**src/rtl/ysyx_25020047_ifu_if.sv**
```systemverilog
// Instruction memory fetch channel: single outstanding req/ack transaction.
// The IFU drives req/addr; memory answers with ack, rdata and err.
interface ysyx_25020047_ifu_if;
  logic        req;
  logic [31:0] addr;
  logic        ack;
  logic [31:0] rdata;
  logic        err;

  modport master (output req, output addr, input ack, input rdata, input err);
  modport slave  (input req, input addr, output ack, output rdata, output err);
endinterface

```
**src/rtl/ysyx_25020047_ifu.sv**
```systemverilog
// Instruction fetch unit: fetches one word at pc and holds it for decode until retired.
// Misaligned pc, bus error and fetch timeout latch a sticky fault until reset.
//
//   state | meaning
//   IDLE  | sample pc, launch fetch or flag misalignment
//   WAIT  | request outstanding, counting wait cycles
//   HOLD  | fetched instruction valid, waiting for pc_update
//   FAULT | terminal fault, cleared only by reset
module ysyx_25020047_ifu #(
  parameter logic [31:0] NOP_INST = 32'h0000_0013,
  parameter int          TIMER_W  = 8,
  parameter int          TIMEOUT  = 255
) (
  input  logic                   clk,
  input  logic                   rst,
  input  logic [31:0]            pc,
  input  logic                   pc_update,
  ysyx_25020047_ifu_if.master    imem,
  output logic [31:0]            inst,
  output logic                   inst_valid,
  output logic [31:0]            inst_pc,
  output logic                   fetch_fault,
  output logic [1:0]             fault_cause
);

  typedef enum logic [1:0] {
    IDLE  = 2'd0,
    WAIT  = 2'd1,
    HOLD  = 2'd2,
    FAULT = 2'd3
  } state_t;

  localparam int                 TO_LAST = (TIMEOUT > 0) ? TIMEOUT - 1 : 0;
  localparam logic [TIMER_W-1:0] TO_CMP  = TIMER_W'(TO_LAST);
  localparam logic [TIMER_W-1:0] TMR_MAX = '1;

  state_t             state;
  logic [TIMER_W-1:0] timer;
  logic               timeout_hit;

  assign timeout_hit = (TIMEOUT != 0) && (timer == TO_CMP);

  always_ff @(posedge clk) begin
    if (!rst) begin
      state       <= IDLE;
      imem.req    <= 1'b0;
      imem.addr   <= 32'd0;
      inst        <= NOP_INST;
      inst_valid  <= 1'b0;
      inst_pc     <= 32'd0;
      fetch_fault <= 1'b0;
      fault_cause <= 2'd0;
      timer       <= '0;
    end else begin
      case (state)
        IDLE: begin
          if (pc[1:0] != 2'b00) begin
            fetch_fault <= 1'b1;
            fault_cause <= 2'd1;
            state       <= FAULT;
          end else begin
            imem.addr <= pc;
            imem.req  <= 1'b1;
            timer     <= '0;
            state     <= WAIT;
          end
        end
        WAIT: begin
          if (imem.ack) begin
            imem.req <= 1'b0;
            if (imem.err) begin
              fetch_fault <= 1'b1;
              fault_cause <= 2'd2;
              state       <= FAULT;
            end else begin
              inst       <= imem.rdata;
              inst_pc    <= imem.addr;
              inst_valid <= 1'b1;
              state      <= HOLD;
            end
          end else begin
            if (timer != TMR_MAX) timer <= timer + TIMER_W'(1);
            if (timeout_hit) begin
              imem.req    <= 1'b0;
              fetch_fault <= 1'b1;
              fault_cause <= 2'd3;
              state       <= FAULT;
            end
          end
        end
        HOLD: begin
          if (pc_update) begin
            inst_valid <= 1'b0;
            inst       <= NOP_INST;
            state      <= IDLE;
          end
        end
        default: begin
          // FAULT parks with the bus quiet and decode fed NOPs.
          imem.req   <= 1'b0;
          inst_valid <= 1'b0;
          inst       <= NOP_INST;
          state      <= FAULT;
        end
      endcase
    end
  end

endmodule

```
**src/flat_wrapper.sv**
```systemverilog
// flat-port wrapper written by rule: the top's interface ports become plain ports
module ysyx_25020047_ifu_flat 
#(
  parameter logic [31:0] NOP_INST = 32'h0000_0013,
  parameter int          TIMER_W  = 8,
  parameter int          TIMEOUT  = 255
)
  (clk, rst, pc, pc_update, inst, inst_valid, inst_pc, fetch_fault, fault_cause, imem_req, imem_addr, imem_ack, imem_rdata, imem_err);
  ysyx_25020047_ifu_if imem_i ();
  input  logic clk;
  input  logic rst;
  input  logic [31:0] pc;
  input  logic pc_update;
  output logic [31:0] inst;
  output logic inst_valid;
  output logic [31:0] inst_pc;
  output logic fetch_fault;
  output logic [1:0] fault_cause;
  output wire logic [$bits(imem_i.req)-1:0] imem_req;
  output wire logic [$bits(imem_i.addr)-1:0] imem_addr;
  input wire logic [$bits(imem_i.ack)-1:0] imem_ack;
  input wire logic [$bits(imem_i.rdata)-1:0] imem_rdata;
  input wire logic [$bits(imem_i.err)-1:0] imem_err;
  assign imem_req = imem_i.req;
  assign imem_addr = imem_i.addr;
  assign imem_i.ack = imem_ack;
  assign imem_i.rdata = imem_rdata;
  assign imem_i.err = imem_err;
  ysyx_25020047_ifu #(.NOP_INST(NOP_INST), .TIMER_W(TIMER_W), .TIMEOUT(TIMEOUT)) u_core (.clk(clk), .rst(rst), .pc(pc), .pc_update(pc_update), .imem(imem_i), .inst(inst), .inst_valid(inst_valid), .inst_pc(inst_pc), .fetch_fault(fetch_fault), .fault_cause(fault_cause));
endmodule
```
**config.mk**
```make
export PLATFORM = sky130hd
export DESIGN_NAME = ysyx_25020047_ifu_flat
export DESIGN_NICKNAME = d
export VERILOG_FILES = /design/src/rtl/ysyx_25020047_ifu_if.sv /design/src/rtl/ysyx_25020047_ifu.sv /design/src/flat_wrapper.sv
export SDC_FILE = /design/constraint.sdc
export NUM_CORES = 1
export LEC_CHECK = 0
export ABC_AREA = 1
export BUFFER_PORTS_ARGS = -buffer_cell sky130_fd_sc_hd__buf_4
export CAP_MARGIN = 25
export CORE_ASPECT_RATIO = 0.75
export CORE_UTILIZATION = 45
export DETAILED_ROUTE_END_ITERATION = 12
export PLACE_DENSITY_LB_ADDON = 0.1
export SLEW_MARGIN = 25
export SYNTH_ARGS = -nofsm -noshare
export SYNTH_HDL_FRONTEND = slang
export SYNTH_SLANG_ARGS = --single-unit
```
**constraint.sdc**
```tcl
create_clock -name clk -period 2.7 [get_ports clk]
set_input_delay 0.405 -clock clk [delete_from_list [all_inputs] [get_ports clk]]
set_output_delay 0.405 -clock clk [all_outputs]
set_load 0.1 [all_outputs]
```
* Yosys cells after proc, flatten, opt, wreduce, memory -nomap -nowiden
Cells that the tools add are included.
Operators by class: $add $sub $neg 1, reductions and logical operators 10, bitwise operators 4, multiplexer cells 31, eq/ne operators 13
Operators by type and width (number):
- $mux W32 | 3
- $pmux W32 S3 | 1
- $mux W8 | 3
- $pmux W8 S2 | 1
- $mux W2 | 7
- $reduce_and A4 Y1 | 3
- $mux W1 | 11
- $ne A2 B2 Y1 const B | 5
- $add A8 B1 Y8 const B | 1
- $eq A8 B8 Y1 const B | 1
- $ne A8 B8 Y1 const B | 1
- $pmux W1 S3 | 2
- $pmux W2 S3 | 1
- $reduce_and A3 Y1 | 2
- $ne A2 B1 Y1 const B | 2
- $not A1 Y1 | 4
- $pmux W2 S2 | 1
- $reduce_and A2 Y1 | 2
- $reduce_bool A2 Y1 | 2
- $ne A3 B2 Y1 const B | 1
- $ne A3 B3 Y1 const B | 1
- $eq A2 B1 Y1 const B | 1
- $eq A2 B2 Y1 const B | 1
- $logic_not A2 Y1 | 1
- $pmux W1 S2 | 1
Word-level totals: logic and storage cells 68, input bits 69, bits in registers 111, output and inout port bits 101

* Depth between registers and ports, before layout
depth in word-level cells 4, depth in mapped cells 9, depth with buffers taken out 9

* Worst setup path before layout
No wires, ideal clock.
kind flip-flop to output port, start point reg u_core.imem.addr[10], end point out imem_addr[10], required time 2.295 ns, stages on the path, launching flop included 1, data arrival time 0.937 ns, setup slack 1.358 ns, path buffers 0, cells stage by stage dfxtp_1
RTL lines:
- start, declared | RTL line ysyx_25020047_ifu_if.sv:10 | modport master (output req, output addr, input ack, input rdata, input err);
- start signal, assigned | RTL line ysyx_25020047_ifu.sv:62 | imem.addr <= pc;
- end, declared | RTL line flat_wrapper.sv:20 | output wire logic [$bits(imem_i.addr)-1:0] imem_addr;
No word-level cell between the ends.

* Final worst setup path
start point reg u_core.state[1], end point reg u_core.imem.addr[8]
On the way: word-level cells in the longest chain between the ends 2
RTL lines:
- start, declared | RTL line ysyx_25020047_ifu.sv:37 | state_t state;
- start signal, assigned | RTL line ysyx_25020047_ifu.sv:45 | state <= IDLE;
- start signal, assigned | RTL line ysyx_25020047_ifu.sv:60 | state <= FAULT;
- start signal, assigned | RTL line ysyx_25020047_ifu.sv:65 | state <= WAIT;
- $logic_not A2 Y1 | RTL line ysyx_25020047_ifu.sv:55 | case (state)
- $reduce_and A2 Y1 (no line)
No other way between the ends. A chain may end at the register's enable or synchronous reset.

==> results.md <==
- DRT antenna net count: 0
- Number of DRC markers in iteration 0: 321
- Final critical-path share of the clock period: 62.23%
- # setup viols final: 0
- EDFF count, synth: 0
- Met2 wire len: 5103 µm
- Required arrival time at the worst endpoint: 2.93 ns
- Die extent in y: 86.30 µm
- Reg clk slew, reported paths: 0.07 ns
- Antenna violations before repair: 0
- Weighted congestion reported at the end of routability-driven placement: 0.8174
- Power density normalized to cell area: 720.3 mW/mm²
- Data arrival time of the critical path: 1.91 ns
- Clock insertion delay at the later pin of the skew report: 0.34 ns
- Sinks on the clock net: 111
- Tightest slew margin relative to the limit: 56.09%
- Ys async rst share: 0%
- Largest net degree at the start of global routing: 71
- DPL Wire Length: 7685 µm
- Starting Density: 46.75%
- Critical Path Sink Type: flop
- Cell taking the most area after synthesis: dfxtp_1
- Critical path startpoint category: flop
- Num rows: 30
- Kind of path behind the tightest hold check: in -> reg
- Placed Cells: 823
- Final routed wire length divided by cell count: 13.03 µm
- Vias/cell: 4.803
- Top achievable clock speed: 595.2 MHz
- Hold-fix buffer count after cts: 0
- Warnings, synthesis: 0
- Accumulated negative setup slack: 0 ns
- Metal3 WL: 654 µm
- Part of the Yosys area used for sequential elements: 52.11%
- Static leakage: 2.583 nW
- First-pass GRT wire length: 17,170 µm
- Vias after detailed routing: 4,025
- Level count of the clock H-tree: 3
- M1 WL: 5041 µm
- Placeable core region: 0.009121 mm²
- Predominant post-synthesis flop cell: dfxtp_1
- Number of instances in the synthesized netlist: 549
- Outcome: completed
- Cell with the most instances after synthesis: nor2_1
- Min Clock Period, post-route: 1.680 ns
- TritonRoute pass-1 iters: 4
- Root Buffer Master: clkbuf_16
- Final routed DRC violation total: 0
- Non-filler cells in the finished layout: 838
- CTS tree: built
- Num CTS Buffers: 9
- Most instantiated cells after synthesis: nor2_1 (141), dfxtp_1 (111), nand2_1 (95)
- Count of input and output buffers: 169
- Maximum fanout along the worst path: 19
- Setup bufs post-CTS: 0
- Nets: 777
- Setup repair after global routing missed its margin: false
- Hold Fails Final Rpt: 0
- Gr ovfl total: 0
- Post-synthesis net count: 620
- GRT Overall Usage: 22.10%
- Least-Margin Pin Slew: 0.6571 ns
- Die W: 114.4 µm
- Max cap viols: 0
- Total Power: 0.004187 W
- Final clock skew: 0.007108 ns
- Share of the synthesized area in the top cell type: 52.11%
- Peak ir drop on the vdd network: 0.3752 mV
- Final wirelength: 10,920 µm
- Cells resized by post-CTS repair: 0
- Synthesized area per cell: 7.767 µm²
- Post-synth cell types: 25
- Number of diodes: 0
- Synthesized flop and latch total: 111
- Share of final-layout standard cells stronger than drive strength 1: 30.70%
- Mapped Area: 0.004264 mm²
- Synth top area cells: dfxtp_1 (52%), nor2_1 (12%), nand2_1 (8.4%)
- Path type of the worst setup path: reg -> reg
- Io pins: 170
- Overall die area: 0.009873 mm²
- Area added between synthesis and finish: 36.33%
- Final number of max-transition violations: 0
- Top routing layer in use: met4
- Number of global-route vias before repair: 3,495
- Buffer depth of the longest clock path: 2
registers in the layout, indices dropped and copies added, names as in the netlist, 2 cells and up:
| register | flops |
|---|---|
| u_core.state | 2 |
| u_core.fault_cause | 2 |
| u_core.inst | 32 |
| u_core.timer | 8 |
| u_core.inst_pc | 32 |
| u_core.imem.addr | 32 |
worst paths after layout:
kind | from | to | slack (ns) | cells past startpoint
worst min register to register | u_core.inst[17] | u_core.inst[17] | 0.46 | 2
worst max register to register | u_core.state[1] | u_core.imem.addr[8] | 1.02 | 6
worst min-delay path | imem_rdata[0] | u_core.inst[0] | 0.30 | 3
worst max-delay path | u_core.state[1] | u_core.imem.addr[8] | 1.02 | 6
per-layer routing:
metal	track usage, %	vias up
met4	7.084	0
met2	34.71	112
met5	0	-
li1	-	2052
met3	5.385	9
met1	30.03	1852
report_power, final:
group | leakage (nW) | internal, W | switching, W
logic | 1.54 | 0.000260 | 0.000855
registers | 0.904 | 0.00173 | 0.0000619
clock network | 0.135 | 0.000716 | 0.000568
total | 2.58 | 0.00270 | 0.00148
final cells by class:
| class | instances | area [µm²] |
|---|---|---|
| clock buffers | 10 | 229.0 |
| clock inverters | 5 | 58.81 |
| fillers | 856 | 3308 |
| inverters | 29 | 113.9 |
| multi-input cells | 380 | 1715 |
| flip-flops and latches | 111 | 2222 |
| well taps | 128 | 160.2 |
| repair buffers | 175 | 1314 |
through the flow:
stage                     instance area (µm²)  utilization [%]  hold WS [ns]  setup slack (ns)
after floorplan                          4264                -        0.4872             1.358
after global placement                   5525            60.58        0.4477            0.9119
after detailed placement                 5525            60.58        0.4538            0.8557
after CTS                                5813            63.73        0.2842             1.014
after global routing                     5813            63.73        0.3079            0.8474
final                                    5813            63.73        0.2953             1.020
critical path, stage by stage (launching register included):
cell	delay (ns)
dfxtp_1	0.45
nor2_2	0.09
nand2_1	0.49
inv_1	0.14
buf_4	0.23
nor2_1	0.11
nor2_1	0.05
kinds of logic (layout without fill, tap and decap cells):
logic type | count (synthesis) | count (layout) | synth area share (%)
flops | 111 | 111 | 52.11
compound gates | 113 | 113 | 14.20
buf+inv | 58 | 219 | 7.658
simple gates | 265 | 265 | 25.44
fa+ha+maj | 2 | 2 | 0.5868
placed cells by master, fill, tap and decap left out, drive strengths merged, types with 2 or more instances in the layout:
cell type	instances
buf	175
nor2	145
dfxtp	111
nand2	104
o21ai	71
a21oi	41
inv	29
nand3	12
clkbuf	10
nor3	4
ha	2
clkinvlp	2
clkinv	2
Note: power is estimated with default switching activity, not from simulation.
